### config.mk
export PLATFORM = sky130hd
export DESIGN_NAME = mini_alu_ip_sequencer
export DESIGN_NICKNAME = d
export VERILOG_FILES = /design/src/rtl/mini_alu_ip_sequencer.sv
export SDC_FILE = /design/constraint.sdc
export NUM_CORES = 1
export LEC_CHECK = 0
export BUFFER_PORTS_ARGS = -buffer_cell sky130_fd_sc_hd__buf_2
export CAP_MARGIN = 20
export CORE_MARGIN = 2
export CORE_UTILIZATION = 25
export DETAILED_ROUTE_END_ITERATION = 10
export SLEW_MARGIN = 20
export SYNTH_ARGS = -nofsm -noshare
export SYNTH_HDL_FRONTEND = slang
export SYNTH_SLANG_ARGS = --single-unit
### constraint.sdc
create_clock -name Clock -period 3.77 [get_ports Clock]
set_input_delay 0.754 -clock Clock [delete_from_list [all_inputs] [get_ports Clock]]
set_output_delay 0.754 -clock Clock [all_outputs]
set_load 0.05 [all_outputs]
### src/rtl/mini_alu_ip_sequencer.sv
// rtl/mini_alu_ip_sequencer.sv - MiniAlu instruction pointer sequencer with hardware return stack
module mini_alu_ip_sequencer #(
  parameter int                ADDR_W     = 16,
  parameter int                DEPTH      = 4,
  parameter int                DEPTH_W    = 3,
  parameter logic [ADDR_W-1:0] RESET_ADDR = '0
) (
  input  logic              Clock,
  input  logic              Reset,
  input  logic              iEnable,
  input  logic              iBranch,
  input  logic              iCall,
  input  logic              iRet,
  input  logic [ADDR_W-1:0] iTarget,
  input  logic              iClearErr,
  output logic [ADDR_W-1:0] oIP,
  output logic [DEPTH_W-1:0] oDepth,
  output logic              oFull,
  output logic              oEmpty,
  output logic              oOverflow,
  output logic              oUnderflow
);

  logic [ADDR_W-1:0]  pc;
  logic [ADDR_W-1:0]  stack [DEPTH];
  logic [DEPTH_W-1:0] depth;
  logic               overflow;
  logic               underflow;
  logic [ADDR_W-1:0]  tos;
  logic               full;
  logic               empty;
  logic               do_push;

  assign full  = (depth == DEPTH_W'(DEPTH));
  assign empty = (depth == '0);

  // A CALL only pushes when it is the winning control and there is room.
  assign do_push = iEnable && iCall && !iRet && !full;

  always_comb begin
    tos = '0;
    for (int i = 0; i < DEPTH; i++) begin
      if (DEPTH_W'(i) == depth - DEPTH_W'(1)) tos = stack[i];
    end
  end

  always_comb begin
    oIP = pc;
    if (Reset) begin
      oIP = RESET_ADDR;
    end else if (iEnable) begin
      if (iRet) begin
        oIP = empty ? pc : tos;
      end else if (iCall || iBranch) begin
        oIP = iTarget;
      end
    end
  end

  always_ff @(posedge Clock) begin
    if (Reset) begin
      pc        <= RESET_ADDR;
      depth     <= '0;
      overflow  <= 1'b0;
      underflow <= 1'b0;
    end else if (iEnable) begin
      pc <= oIP + ADDR_W'(1);
      if (iRet) begin
        if (!empty) depth <= depth - DEPTH_W'(1);
      end else if (iCall && !full) begin
        depth <= depth + DEPTH_W'(1);
      end
      // A new error event in the same cycle as a clear leaves the flag set.
      overflow  <= (overflow && !iClearErr) || (iCall && !iRet && full);
      underflow <= (underflow && !iClearErr) || (iRet && empty);
    end
  end

  always_ff @(posedge Clock) begin
    if (!Reset && do_push) begin
      for (int i = 0; i < DEPTH; i++) begin
        if (DEPTH_W'(i) == depth) stack[i] <= pc;
      end
    end
  end

  assign oDepth     = depth;
  assign oFull      = full;
  assign oEmpty     = empty;
  assign oOverflow  = overflow;
  assign oUnderflow = underflow;

endmodule
-- Word level (Yosys, flattened, before mapping)
Memory sizes are Yosys's and may differ from the RTL's.
Cells that the tools add are included.
- register bits: 21
- memory bits (writable): 64
- input bits: 23
- output and inout port bits: 23
- word-level logic and storage cells: 73
- memories kept: 1
- add/subtract/negate cells: 3
- eq/ne operators: 8
- multiplexer cells: 33
- reduce and logical (&&, ||, !) cells: 24
- memory list (name ; words ; bits a word ; read ports ; clocked after Yosys merged registers in ; write ports ; RTL line ; RTL):
    stack ; 4 ; 16 ; 4 ; 0 ; 1 ; 25 ; logic [ADDR_W-1:0] stack [DEPTH];
- operators with widths (cell ; count):
    two-way mux 16 bit ; 12
    OR reduction 16 bit ; 3
    adder 16 x 1 -> 16 bit (second input constant) ; 1
    two-way mux 1 bit ; 15
    == test 2 x 3 -> 1 bit (first input constant) ; 4
    logical AND 1 bit ; 10
    two-way mux 3 bit ; 3
    == test 1 x 3 -> 1 bit (first input constant) ; 2
    logical NOT 3 bit ; 2
    two-way mux 2 bit ; 3
    logical NOT 1 bit ; 4
    adder 3 x 1 -> 3 bit (second input constant) ; 1
    == test 3 bit (second input constant) ; 1
    logical OR 1 bit ; 3
    AND reduction 3 bit ; 1
    subtractor 3 x 1 -> 3 bit (second input constant) ; 1
    != test 2 bit (second input constant) ; 1
    nonzero test 2 bit ; 1

-- Logic depth before layout (Yosys ltp)
- depth after elaboration: 11
- gate-level depth with buffers: 16
- gate-level depth less buffers: 13

-- Worst setup path after synthesis
No wires, ideal clock.
- path type: reg-to-reg
- start: register depth[0], in the netlist oDepth[0]
- end: register pc[14]
- setup time: 0.062 ns
- arrival: 4.616 ns
- data required time: 3.708 ns
- setup slack: -0.909 ns
- cell stages (with the launch flop): 16
- buffers on the path: 3
- period minus slack after synthesis: 4.679 ns
- cell sequence: dfxtp_1 > inv_1 > ha_1 > buf_2 > buf_2 > nand3b_1 > a211o_1 > a211o_1 > a21oi_1 > ha_1 > nor3b_1 > o31ai_1 > or4_1 > buf_2 > or4_1 > nand3_1
- word-level cells in the longest chain between the ends: 11
- elaborated cells between the ends (all ways): 15
- those cells by class: add/sub: 2; eq/ne: 3; mux: 8; reduce/logical: 2
- RTL lines (element ; RTL line ; RTL):
    start: declaration ; 26 ; logic [DEPTH_W-1:0] depth;
    start signal: assignment ; 69 ; if (!empty) depth <= depth - DEPTH_W'(1);
    start signal: assignment ; 71 ; depth <= depth + DEPTH_W'(1);
    subtractor 3 x 1 -> 3 bit ; 43 ; if (DEPTH_W'(i) == depth - DEPTH_W'(1)) tos = stack[i];
    logical NOT 3 bit ; 43 ;
    two-way mux 16 bit (4 in a row) ; 43 ;
    two-way mux 16 bit (*) ; 53 ; oIP = empty ? pc : tos;
    two-way mux 16 bit (*) ; 52 ; if (iRet) begin
    two-way mux 16 bit (*) ; 51 ; end else if (iEnable) begin
    two-way mux 16 bit (*) ; 49 ; if (Reset) begin
    via oIP[1] ; 16 ; output logic [ADDR_W-1:0] oIP,
    adder 16 x 1 -> 16 bit (*) ; 67 ; pc <= oIP + ADDR_W'(1);
    end signal: assignment ; 67 ;
    end: declaration ; 24 ; logic [ADDR_W-1:0] pc;
The timed path passes the listed nets; every way through them passes the cells marked *.
A chain may end at the register's enable or synchronous reset.

-- Worst setup path in the final report
- start: register depth[1], in the netlist oDepth[1]
- end: register pc[14]
- word-level cells in the longest chain between the ends: 11
- elaborated cells between the ends (all ways): 15
- those cells by class: add/sub: 2; eq/ne: 3; mux: 8; reduce/logical: 2
- RTL lines (element ; RTL line):
    subtractor 3 x 1 -> 3 bit ; 43
    logical NOT 3 bit ; 43
    two-way mux 16 bit (4 in a row) ; 43
    two-way mux 16 bit (*) ; 53
    two-way mux 16 bit (*) ; 52
    two-way mux 16 bit (*) ; 51
    two-way mux 16 bit (*) ; 49
    adder 16 x 1 -> 16 bit (*) ; 67
Every way passes the cells marked *; elsewhere a longest branch is shown, timed or not.

==> results.sh <==
export IMPL_timing_final_ws_setup_ns=0.2232
export IMPL_finalWirelength_um=15390
export IMPL_grt_setup_unrepaired="no"
export IMPL_clock_skew_ns=0.007446
export IMPL_clock_sinks=85
export IMPL_fin_nets=565
export IMPL_report_final_hold_viol_count=0
export IMPL_ys_seq_area_share_pct=49.85
export IMPL_end_kind="register"
export IMPL_synthCells=462
export IMPL_holdPathStages=2
export IMPL_post_synth_arst_share_pct=0
export IMPL_power_internal_w=0.001813
export IMPL_clkPwrFrac_pct=32.3
export IMPL_via_cell_ratio=5.510
export IMPL_dp_hpwl_um=11520
export IMPL_grt_start_max_net_pins=29
export IMPL_ios=46
export IMPL_area_growth_syn_to_layout_pct=23.73
export IMPL_r2r_cells=14
export IMPL_critPathKind="reg -> reg"
export IMPL_switching_share_pct=33.06
export IMPL_slew_of_the_pin_with_the_lowest_slew_margin_ns=0.6052
export IMPL_synth_nets=493
export IMPL_cp_start_kind="register"
export IMPL_die_w_um=141.1
export IMPL_drtAntennaViolNets=0
export IMPL_setup_violations_final=0
export IMPL_pwrdens_nw_per_um2=465.9
export IMPL_tritoncts_buffer_count=9
export IMPL_initial_utilization_pct=25.29
export IMPL_core_area_sq_um=18580
export IMPL_total_leakage_power_nw=2.077
export IMPL_ctsLongestPathBuffers=2
export IMPL_drt_pass1_iter_count=5
export IMPL_achievable_frequency_mhz=281.9
export IMPL_power_net_switching_w=0.0008954
export IMPL_design_area_sq_um=5813
export IMPL_placed_area_sq_um=5518
export IMPL_floorplan_rows=50
export IMPL_critical_path_most_common_cell="ha_2"
export IMPL_postCtsSetupRepairBufs=0
export IMPL_fin_tns_setup_ns=0
export IMPL_grt_ovfl_total=0
export IMPL_slowest_stage="or4_4"
export IMPL_yosys_most_used_dff="edfxtp_1"
export IMPL_globalRouteTotalUtil_pct=15.58
export IMPL_synth_distinct_cells=78
export IMPL_min_period_ns=3.547
export IMPL_antenna_cells_inserted=0
export IMPL_cap_violations=0
export IMPL_die_height_um=141.1
export IMPL_cts_root_buf="clkbuf_16"
export IMPL_num_vias=4259
export IMPL_drv_slew=0
export IMPL_netlist_area_sq_um=4698
export IMPL_grt_antenna_before_repair=0
export IMPL_tritoncts_clock_tree="yes"
export IMPL_synthTopCellsByArea="edfxtp_1 (41%), dfxtp_1 (8.9%), nor2_1 (3.4%)"
export IMPL_synth_edf_count=64
export IMPL_place_congestion=0.9194
export IMPL_synthesis_yosys_warnings=0
export IMPL_drt_drc_violations_left=0
export IMPL_min_delay_path_class="reg -> reg"
export IMPL_avgSynthCellArea_sq_um=10.17
export IMPL_insertion_delay_ns=0.34
export IMPL_relative_contribution_of_sequential_cells_to_total_power_pct=40.7
export IMPL_vias_in_the_first_global_route=4200
export IMPL_final_layout_size_suffix_gt1_share_pct=25.97
export IMPL_first_pass_grt_wire_length_um=23890
export IMPL_crit_path_cell_trace="inv_1, ha_2, buf_4, nand2b_1, a21oi_1, o311a_1, o21a_1, clkinvlp_4, ha_2, nor3b_2, o31ai_2, or4_4, or4_1, nand3_1"
export IMPL_postLayoutCoreUtil_pct=31.29
export IMPL_post_drt_wl_per_cell_um=19.91
export IMPL_detailedPlace_worstSlack_ns=0.06434
export IMPL_maxSlewHeadroom_pct=59.22
export IMPL_crit_required_ns=4.05
export IMPL_critical_path_max_stage_delay_ns=0.56
export IMPL_outcome="finished, final reports clean"
export IMPL_portBuffers=45
export IMPL_cts_clk_slew_worst_paths_ns=0.06
export IMPL_design_die_area_sq_um=19910
export IMPL_fillCellCount=1873
export IMPL_synth_seq_cells=85
export IMPL_ctsHtreeMaxLevel=3
export IMPL_timing_critical_path_fanout_max=16
export IMPL_timing_final_crit_share_pct=94.08
export IMPL_power_combinational_fraction_pct=27.0
export IMPL_vdd_ir_drop_max_mv=0.2246
export IMPL_drt_iter0_drc=387
export IMPL_critPathArrivalTime_ns=3.83
export IMPL_yosysTopAreaCellShare_pct=40.91
export IMPL_synthDominantAreaCellType="edfxtp_1"
cell type report:
class / count / area (sq um) / share of cell area (%)
multi-input combinational: 332 / 2233 / 38.42
sequential: 85 / 2350 / 40.42
tap: 234 / 292.8 / 5.037
timing repair buffer: 92 / 590.6 / 10.16
clock buffer: 11 / 232.7 / 4.003
inverter: 14 / 62.56 / 1.076
clock inverter: 5 / 51.30 / 0.8825
power groups by stage:
| stage | combinational (W) | clock (W) | sequential [W] |
|---|---|---|---|
| floorplan | 0.000479 | 0 | 0.00112 |
| global placement | 0.000707 | 0 | 0.00112 |
| detailed placement | 0.000718 | 0 | 0.00112 |
| CTS | 0.000721 | 0.000885 | 0.00110 |
| global route | 0.000786 | 0.000917 | 0.00111 |
| finish | 0.000731 | 0.000875 | 0.00110 |
worst max-delay path, delay by kind of cell (launching register included):
kind	cells	cell delay, ns
AO/OA/AOI/OAI	4	0.79
adder cells (fa/ha/maj)	2	0.41
AND/OR/NAND/NOR	5	1.49
buffers and inverters	3	0.40
flip-flops	1	0.38
cells in the mapped netlist, types with 3 or more instances:
cell and count:
nor3_1 8, dfxtp_1 21, a2bb2oi_1 3, buf_4 6
inv_1 11, nand3_1 14, nand2_1 39, a21o_1 3
nor4_1 8, nand3b_1 5, clkbuf_1 10, a21bo_2 3
a221oi_1 6, or4_1 4, buf_2 12, and2_1 5
o21ai_0 24, a211oi_1 9, edfxtp_1 64, o211ai_1 9
a22oi_1 5, or3_1 3, o21a_1 3, o31ai_1 4
nor2b_1 5, nand4_1 6, xor2_1 3, a311oi_1 3
nand2b_1 10, ha_1 8, a21oi_1 28, a31oi_1 4
mux2i_1 3, nor3b_1 3, nor2_1 43, a221o_1 7
o22ai_1 3, a211o_1 3
flip-flops by register name (all words and copies together), names as in the netlist:
signal	count
oDepth	3
oOverflow	1
oUnderflow	1
pc	16
stack	64
repair_timing:
| action | 4_1_cts | 5_1_grt |
|---|---|---|
| gates resized for setup | 0 | 4 |
| setup endpoints to repair | 0 | 4 |
| hold buffers | 0 | 0 |
kinds of logic (layout without fill, tap and decap cells):
group	Yosys count	after routing	share of synthesized area, %
compound gates	148	148	22.96
xor+xnor	6	6	1.279
fa+ha+maj	8	8	2.131
buf+inv	45	122	4.714
flops	85	85	49.85
mux	4	4	0.8788
simple gates	166	166	18.19
final timing paths:
kind	start	endpoint	slack (ns)
max	oDepth[1]$_SDFFE_PP0P_	pc[14]$_SDFFE_PP0P_	0.22
min	oOverflow$_SDFFE_PP0P_	oOverflow$_SDFFE_PP0P_	0.46
min reg2reg	oOverflow$_SDFFE_PP0P_	oOverflow$_SDFFE_PP0P_	0.46
max reg2reg	oDepth[1]$_SDFFE_PP0P_	pc[14]$_SDFFE_PP0P_	0.22
placed cells by master, fill, tap and decap left out, types with 4 or more instances in the layout:
cell type | netlist | final
and2_1 | 5 | 5
nor2b_1 | 5 | 5
nand2_1 | 39 | 39
nor4_1 | 8 | 7
ha_1 | 8 | 4
clkbuf_16 | 0 | 9
buf_2 | 12 | 45
nand3_1 | 14 | 14
a21oi_1 | 28 | 27
inv_1 | 11 | 8
nand4_1 | 6 | 6
nand3b_1 | 5 | 5
a221o_1 | 7 | 7
a22oi_1 | 5 | 5
nor2_1 | 43 | 43
a221oi_1 | 6 | 5
o21ai_0 | 24 | 23
dfxtp_1 | 21 | 19
buf_4 | 6 | 46
nand2b_1 | 10 | 10
nor3_1 | 8 | 8
o211ai_1 | 9 | 9
edfxtp_1 | 64 | 64
a211oi_1 | 9 | 9
a31oi_1 | 4 | 4
layer usage:
layer / up-vias / part of all wire, % / GRT usage (%)
met4: 0 / 2.5 / 5.368
met2: 211 / 49 / 26.55
li1: 1928 / - / -
met3: 38 / 7.5 / 2.717
met1: 2082 / 41 / 19.97
met5: - / 0 / 0
metrics by stage:
stage,cells,total power (W),hold WS [ns]
2_1_floorplan,462,0.001595,0.4823
3_3_place_gp,757,0.001824,0.4428
3_5_place_dp,757,0.001839,0.4491
4_1_cts,773,0.002706,0.4582
5_1_grt,773,0.002810,0.4852
6_report,773,0.002708,0.4555
(Power assumes the default switching activity.)
